$ cat config.mk
export PLATFORM = sky130hd
export DESIGN_NAME = modulo_pc_ras
export DESIGN_NICKNAME = d
export VERILOG_FILES = /design/src/rtl/pc_pkg.sv /design/src/rtl/ras_stack.sv /design/src/rtl/modulo_pc_ras.sv
export SDC_FILE = /design/constraint.sdc
export NUM_CORES = 1
export LEC_CHECK = 0
export ABC_AREA = 1
export BUFFER_PORTS_ARGS = -buffer_cell sky130_fd_sc_hd__buf_2
export CORE_ASPECT_RATIO = 0.6
export CORE_UTILIZATION = 60
export DETAILED_ROUTE_END_ITERATION = 10
export PLACE_DENSITY = 0.89
export SYNTH_ARGS = -nofsm -noshare
export SYNTH_HDL_FRONTEND = slang
export SYNTH_SLANG_ARGS = --single-unit
$ cat constraint.sdc
create_clock -name clk -period 12.2 [get_ports clk]
set_input_delay 0 -clock clk [delete_from_list [all_inputs] [get_ports clk]]
set_output_delay 0 -clock clk [all_outputs]
set_load 0.01 [all_outputs]
$ cat src/rtl/pc_pkg.sv
// rtl/pc_pkg.sv - shared types for the modulo PC unit
package pc_pkg;

  localparam int unsigned XLEN_DEFAULT = 32;

  typedef logic [XLEN_DEFAULT-1:0] pc_t;

  // Next-PC source chosen by the priority decoder
  typedef enum logic [2:0] {
    SEL_SEQ,
    SEL_HOLD,
    SEL_BR,
    SEL_RET,
    SEL_EXC
  } pc_sel_e;

endpackage

$ cat src/rtl/ras_stack.sv
// rtl/ras_stack.sv - circular return-address LIFO
module ras_stack #(
  parameter int unsigned W     = 32,
  parameter int unsigned DEPTH = 4
) (
  input  logic         clk,
  input  logic         reset,
  input  logic         push,
  input  logic         pop,
  input  logic [W-1:0] push_data,
  output logic [W-1:0] top_data,
  output logic         empty,
  output logic         full
);

  localparam int unsigned PW = $clog2(DEPTH);

  logic [W-1:0]  r_mem [DEPTH];
  logic [PW-1:0] r_ptr;      // next slot to write; top entry sits just below it
  logic [PW:0]   r_count;

  logic [PW-1:0] w_top_idx;
  logic          w_do_pop;

  assign w_top_idx = r_ptr - PW'(1);
  assign w_do_pop  = pop & ~empty;
  assign empty     = (r_count == '0);
  assign full      = (r_count == (PW+1)'(DEPTH));
  assign top_data  = r_mem[w_top_idx];

  // Pointer and occupancy; a push when full wraps and overwrites the oldest entry
  always_ff @(posedge clk or negedge reset) begin
    if (!reset) begin
      r_ptr   <= '0;
      r_count <= '0;
    end else if (w_do_pop && push) begin
      r_ptr   <= r_ptr;
      r_count <= r_count;
    end else if (w_do_pop) begin
      r_ptr   <= w_top_idx;
      r_count <= r_count - (PW+1)'(1);
    end else if (push) begin
      r_ptr <= r_ptr + PW'(1);
      if (!full) begin
        r_count <= r_count + (PW+1)'(1);
      end
    end
  end

  // Entry storage is deliberately not reset; simultaneous push/pop replaces the top
  always_ff @(posedge clk) begin
    if (push) begin
      r_mem[w_do_pop ? w_top_idx : r_ptr] <= push_data;
    end
  end

endmodule

$ cat src/rtl/modulo_pc_ras.sv
// rtl/modulo_pc_ras.sv - program counter with stall, exception vector and RAS
module modulo_pc_ras
  import pc_pkg::*;
#(
  parameter int unsigned     XLEN         = XLEN_DEFAULT,
  parameter logic [XLEN-1:0] INC          = XLEN'(4),
  parameter logic [XLEN-1:0] RESET_VECTOR = XLEN'(32'h0000_0000),
  parameter logic [XLEN-1:0] EXC_VECTOR   = XLEN'(32'h0000_0008),
  parameter int unsigned     RAS_DEPTH    = 4
) (
  input  logic            clk,
  input  logic            reset,
  input  logic            stall,
  input  logic            PCSrc,
  input  logic [XLEN-1:0] result,
  input  logic            call,
  input  logic            ret,
  input  logic            exc,
  output logic [XLEN-1:0] pc,
  output logic [XLEN-1:0] pc_next_seq,
  output logic            redirect,
  output logic            ras_empty,
  output logic            ras_full
);

  logic [XLEN-1:0] r_pc;
  logic            r_redirect;

  pc_sel_e         w_sel;
  logic [XLEN-1:0] w_pc_next;
  logic [XLEN-1:0] w_ras_top;
  logic            w_push;
  logic            w_pop;

  assign pc          = r_pc;
  assign pc_next_seq = r_pc + INC;
  assign redirect    = r_redirect;

  // Priority decode: exception, return, branch, stall, sequential
  always_comb begin
    w_sel = SEL_SEQ;
    if (exc) begin
      w_sel = SEL_EXC;
    end else if (ret) begin
      // Return with nothing stacked falls back to the result bus target
      w_sel = ras_empty ? SEL_BR : SEL_RET;
    end else if (PCSrc) begin
      w_sel = SEL_BR;
    end else if (stall) begin
      w_sel = SEL_HOLD;
    end
  end

  assign w_push = ~exc & ~ret & PCSrc & call;
  assign w_pop  = (w_sel == SEL_RET);

  // Next-PC mux driven by the decoded selector
  always_comb begin
    w_pc_next = pc_next_seq;
    unique case (w_sel)
      SEL_HOLD: w_pc_next = r_pc;
      SEL_BR:   w_pc_next = result;
      SEL_RET:  w_pc_next = w_ras_top;
      SEL_EXC:  w_pc_next = EXC_VECTOR;
      default:  w_pc_next = pc_next_seq;
    endcase
  end

  // PC register and one-cycle redirect flag for the fetch stage
  always_ff @(posedge clk or negedge reset) begin
    if (!reset) begin
      r_pc       <= RESET_VECTOR;
      r_redirect <= 1'b0;
    end else begin
      r_pc       <= w_pc_next;
      r_redirect <= (w_sel == SEL_BR) || (w_sel == SEL_RET) || (w_sel == SEL_EXC);
    end
  end

  ras_stack #(
    .W     (XLEN),
    .DEPTH (RAS_DEPTH)
  ) u_ras (
    .clk       (clk),
    .reset     (reset),
    .push      (w_push),
    .pop       (w_pop),
    .push_data (pc_next_seq),
    .top_data  (w_ras_top),
    .empty     (ras_empty),
    .full      (ras_full)
  );

endmodule

# Word level (Yosys, flattened, before mapping)
# Memory sizes are Yosys's and may differ from the RTL's.
# Cells that the tools add are included.
# totals
input_bits	39
wordCells	45
mem_count	1
out_inout_bits	67
ramBits	128
regBits	38
# classes
reduce_logical	7
bitwise	8
mux	14
n_eq_ne	6
add_sub_neg	5
# mem_list
name	words	width	rd	rd_ports_with_merged_regs	wr	line	rtl
u_ras.r_mem	4	32	1	0	1	ras_stack.sv:18	logic [W-1:0] r_mem [DEPTH];
# op_table
op	count
32-bit one-hot mux with 4 select lines	1
32-bit by 3-bit adder with 32-bit output, second input constant	1
3-bit two-way mux	4
2-bit two-way mux	5
3-bit by 2-bit == test with 1-bit output, second input constant	2
3-bit == test, second input constant	2
1-bit AND	4
1-bit two-way mux	4
1-bit inverter	4
3-bit by 1-bit adder with 3-bit output, second input constant	1
3-bit by 1-bit == test with 1-bit output, second input constant	1
3-bit logical NOT	1
3-bit AND reduction	1
3-bit by 1-bit subtractor with 3-bit output, second input constant	1
2-bit by 1-bit adder with 2-bit output, second input constant	1
1-bit logical OR	2
2-bit by 1-bit inequality test with 1-bit output, second input constant	1
2-bit AND reduction	1
2-bit nonzero test	1
2-bit by 1-bit subtractor with 2-bit output, second input constant	1
1-bit logical AND	1

# Longest topological paths before layout
# logic_depth
ltp_word	9
mapped_depth	13
mapped_depth_nobuf	12

# Cells and area by module
# From an unflattened synthesis, not the netlist that was laid out.
# unflattened
cells_unflattened	818
hier_area_um2	7920.1
# modules_own_cells
module	seq_area_each_um2	n_inst	area_per_inst_um2	cells_per_inst
ras_stack	3968.8	1	5271.3	390
modulo_pc_ras	825.8	1	2648.8	428

# Least setup slack after synthesis
# Ideal clock, no wire load.
# synth_path
kind	register -> register
from	register u_ras.r_count[0]
to	memory u_ras.r_mem[0][0], enable pin
slack_ps	8128
stages_incl_launch_ff	9
n_path_buf	1
arrival_time_ps	3611
synth_period_minus_slack_ps	4072
required_ps	11739
setup_ps	461
cell_sequence	dfrtp_1 nor2_1 nand2_1 nand2_2 nor2_1 buf_2 inv_1 ha_1 nor3_1
# synth_via
elab_chain_len	7
word_cells_on_any_way	8
classes_between	1 x eq/ne; 4 x mux; 2 x bitwise; 1 x reduce/logical
# synth_lines
element	line	rtl
from (decl)	ras_stack.sv:20	logic [PW:0] r_count;
from (signal assigned)	ras_stack.sv:38	r_count <= r_count;
from (signal assigned)	ras_stack.sv:41	r_count <= r_count - (PW+1)'(1);
from (signal assigned)	ras_stack.sv:45	r_count <= r_count + (PW+1)'(1);
3-bit logical NOT (*)	ras_stack.sv:27	assign empty = (r_count == '0);
1-bit two-way mux	modulo_pc_ras.sv:46	w_sel = ras_empty ? SEL_BR : SEL_RET;
2-bit two-way mux	modulo_pc_ras.sv:44	end else if (ret) begin
3-bit two-way mux	modulo_pc_ras.sv:42	if (exc) begin
3-bit by 2-bit == test with 1-bit output	modulo_pc_ras.sv:55	assign w_pop = (w_sel == SEL_RET);
1-bit AND (*)	ras_stack.sv:26	assign w_do_pop = pop & ~empty;
2-bit two-way mux (*)	ras_stack.sv:53	r_mem[w_do_pop ? w_top_idx : r_ptr] <= push_data;
to (decl)	ras_stack.sv:18	
# Every way passes the cells marked *; elsewhere a longest branch is shown, timed or not.

# Final worst setup path
# layout_path
from	register u_ras.r_ptr[1]
to	memory u_ras.r_mem[0][1], enable pin
# layout_via
elab_chain_len	2
# layout_lines
element	line	rtl
from (decl)	ras_stack.sv:19	logic [PW-1:0] r_ptr;
from (signal assigned)	ras_stack.sv:37	r_ptr <= r_ptr;
from (signal assigned)	ras_stack.sv:40	r_ptr <= w_top_idx;
from (signal assigned)	ras_stack.sv:43	r_ptr <= r_ptr + PW'(1);
2-bit by 1-bit subtractor with 2-bit output	ras_stack.sv:25	assign w_top_idx = r_ptr - PW'(1);
2-bit two-way mux (*)	ras_stack.sv:53	
# Marked as above.

==> qor.csv <==
metric;value;unit
status;complete, no violations;
crit_type;flip-flop to flip-flop;
setup.worst_path.end_class;flip-flop;
avgSynthCellArea;8.88;µm²
multi_input_area;2830;µm²
grt.overflow.total;0;
viasPerCell;5.83;
post_dp_cell_area;8610;µm²
hold_viol_final;0;
hold_class;input pin to flip-flop;
placed_cells;1147;
synth_seq_area_share;60.1;%
p_per_area;218;nW/µm²
synth_area_leader_cell;edfxtp_1;
port-buffer-count;105;
final.period_utilization;33.0;%
fillers;867;
ioPinCount;106;
cp_data_arrival_time;4130;ps
final_area;9400;µm²
max-clock-path-buffers;2;
drive_gt1_share;15.8;%
layout.cells.non_filler;1198;
postCtsHoldBufs;19;
num_vias;6986;
synthTopCellsByArea;edfxtp_1 (48%), nand2_1 (20%), dfrtp_1 (12%);
cts_tree;built;
finalSetupViolations;0;
die_w;151;µm
finalWirelength;23900;µm
synth.distinct_cells;31;
ant_nets;0;
core_area;12900;µm²
drt_iter0_markers;986;
layout.nets;1058;
power;2.05;mW
ir_worst_vdd;0.106;mV
std_cell_rows;32;
numCtsBuffers;17;
crit_required;12310;ps
clockRootBuffer;clkbuf_16;
antenna_found_initial;0;
seq_area;4790;µm²
max_cap_violations;0;
htree_num_levels;4;
final.setup_skew;10.2;ps
grt_usage;36.7;%
syn2layout_area_growth;17.8;%
netlist_area;7980;µm²
post_cts_buffers;0;
max_freq;0.249;GHz
n_antenna_cell;0;
critPathLaunchType;flip-flop;
synth_fp_nets;942;
period_minus_slack;4020;ps
slew_viol_final;0;
grt_max_degree;47;
ctsResizeCount;0;
wire_per_inst;20.0;µm
setup_slack;8180;ps
place_ws;8370;ps
netlist.area_leader.share;48.1;%
grt_pass1_wl;36500;µm
clk_pin_slew_worst_paths;60;ps
dieArea;13800;µm²
drt_pass1_iterations;6;
dpl.hpwl;15600;µm
remaining_drc_errors;0;
first_global_vias;6515;
place.gp.congestion;0.945;
tns;0;ps
ys_warn_count;0;
cts.sinks;166;
max-slew-margin-rel;9.48;%
rsz0062_at_grt;false;
floorplan.die.height;91.4;µm
power.leakage;4.23;nW
insertion_delay;430;ps
crit_fanout;35;
worst_pin_slew;1350;ps
start_util;61.9;%
synth_cells;899;
synth-seq-cells;166;
flip-flops by register name (all words and copies together), names as in the netlist:
name and flops:
u_ras.r_mem 128, pc 32, u_ras.r_count 3, u_ras.r_ptr 2
redirect 1
metrics by stage:
step                util [%]  hold slack (ps)
floorplan                  -             -296
global placement        66.8              203
detailed placement      66.8              221
CTS                     72.9             3.14
global route            72.9             35.1
finish                  72.9             6.90
cells in the mapped netlist (all sizes together):
cell type and number:
a21oi 24, a22o 2, inv 52, nor2 56, xor2 13, nand3b 2, clkbuf 3, nand4 6
buf 30, nor3 3, nand2 440, nand3 65, o211ai 4, edfxtp 128, dfrtp 38, a22oi 2
ha 4, xnor2 3, o21ai 24
final cells by class:
type	count	share of cell area [%]
Clock buffer	24	5.12
Clock inverter	8	1.32
Inverter	52	2.10
Multi-Input combinational cell	648	30.1
Sequential cell	166	51.0
Tap cell	170	2.26
Timing Repair Buffer	130	8.09
cell usage in the layout (no fill, tap or decap), types with 13 or more instances in the layout:
| master | Yosys | routed |
|---|---|---|
| xor2_1 | 13 | 13 |
| nand2_1 | 435 | 435 |
| clkbuf_16 | 0 | 17 |
| buf_2 | 19 | 105 |
| a21oi_1 | 23 | 23 |
| edfxtp_1 | 128 | 128 |
| inv_1 | 47 | 47 |
| dfrtp_1 | 38 | 38 |
| nor2_1 | 50 | 47 |
| nand3_1 | 65 | 65 |
| o21ai_0 | 18 | 18 |
| dlygate4sd3_1 | 0 | 19 |
report_power, final:
part	leakage (nW)	total, mW	internal, mW	switching, mW
sequential	1.64	0.806	0.715	0.0904
clock	0.290	0.558	0.338	0.220
combinational	2.30	0.690	0.199	0.492
critical path, stage by stage (launching register included):
cell	delay [ps]
dfrtp_1	440
inv_2	550
nand2_2	420
nand2_2	410
inv_1	70
nand2_1	100
o21ai_1	170
nor3_2	1070
buf_4	450
routing by layer:
layer	GRT usage, %	part of all wire (%)
met2	51.4	43
met3	12.5	16
met1	54.1	40
met4	10.3	1.7
met5	0	0
cells by family (layout without fill, tap and decap cells):
family / count (synthesis) / count (layout) / synth area share, %
and+or+nand+nor: 572 / 572 / 28.8
DFF: 166 / 166 / 60.1
buffers and inverters: 85 / 214 / 4.84
AOI/OAI and AO/OA: 56 / 56 / 3.89
xor gates and xnor gates: 16 / 16 / 1.76
adders and majority gates: 4 / 4 / 0.627
final timing paths:
path / startpoint / to / slack [ps] / depth (start not counted)
setup / recovery: u_ras.r_ptr[1]$_DFFE_PN0P_ / u_ras.r_mem[0][1]$_DFFE_PP_ / 8180 / 8
hold / removal: result[26] / pc[26]$_DFFE_PN0P_ / 7 / 7
setup reg to reg: u_ras.r_ptr[1]$_DFFE_PN0P_ / u_ras.r_mem[0][1]$_DFFE_PP_ / 8180 / 8
hold reg to reg: u_ras.r_count[0]$_DFFE_PN0P_ / u_ras.r_count[0]$_DFFE_PN0P_ / 510 / 1
max in group asynchronous: reset / pc[1]$_DFFE_PN0P_ / 11300 / 2
min in group asynchronous: reset / pc[3]$_DFFE_PN0P_ / 280 / 2
Power figures use the tool's default switching activity.
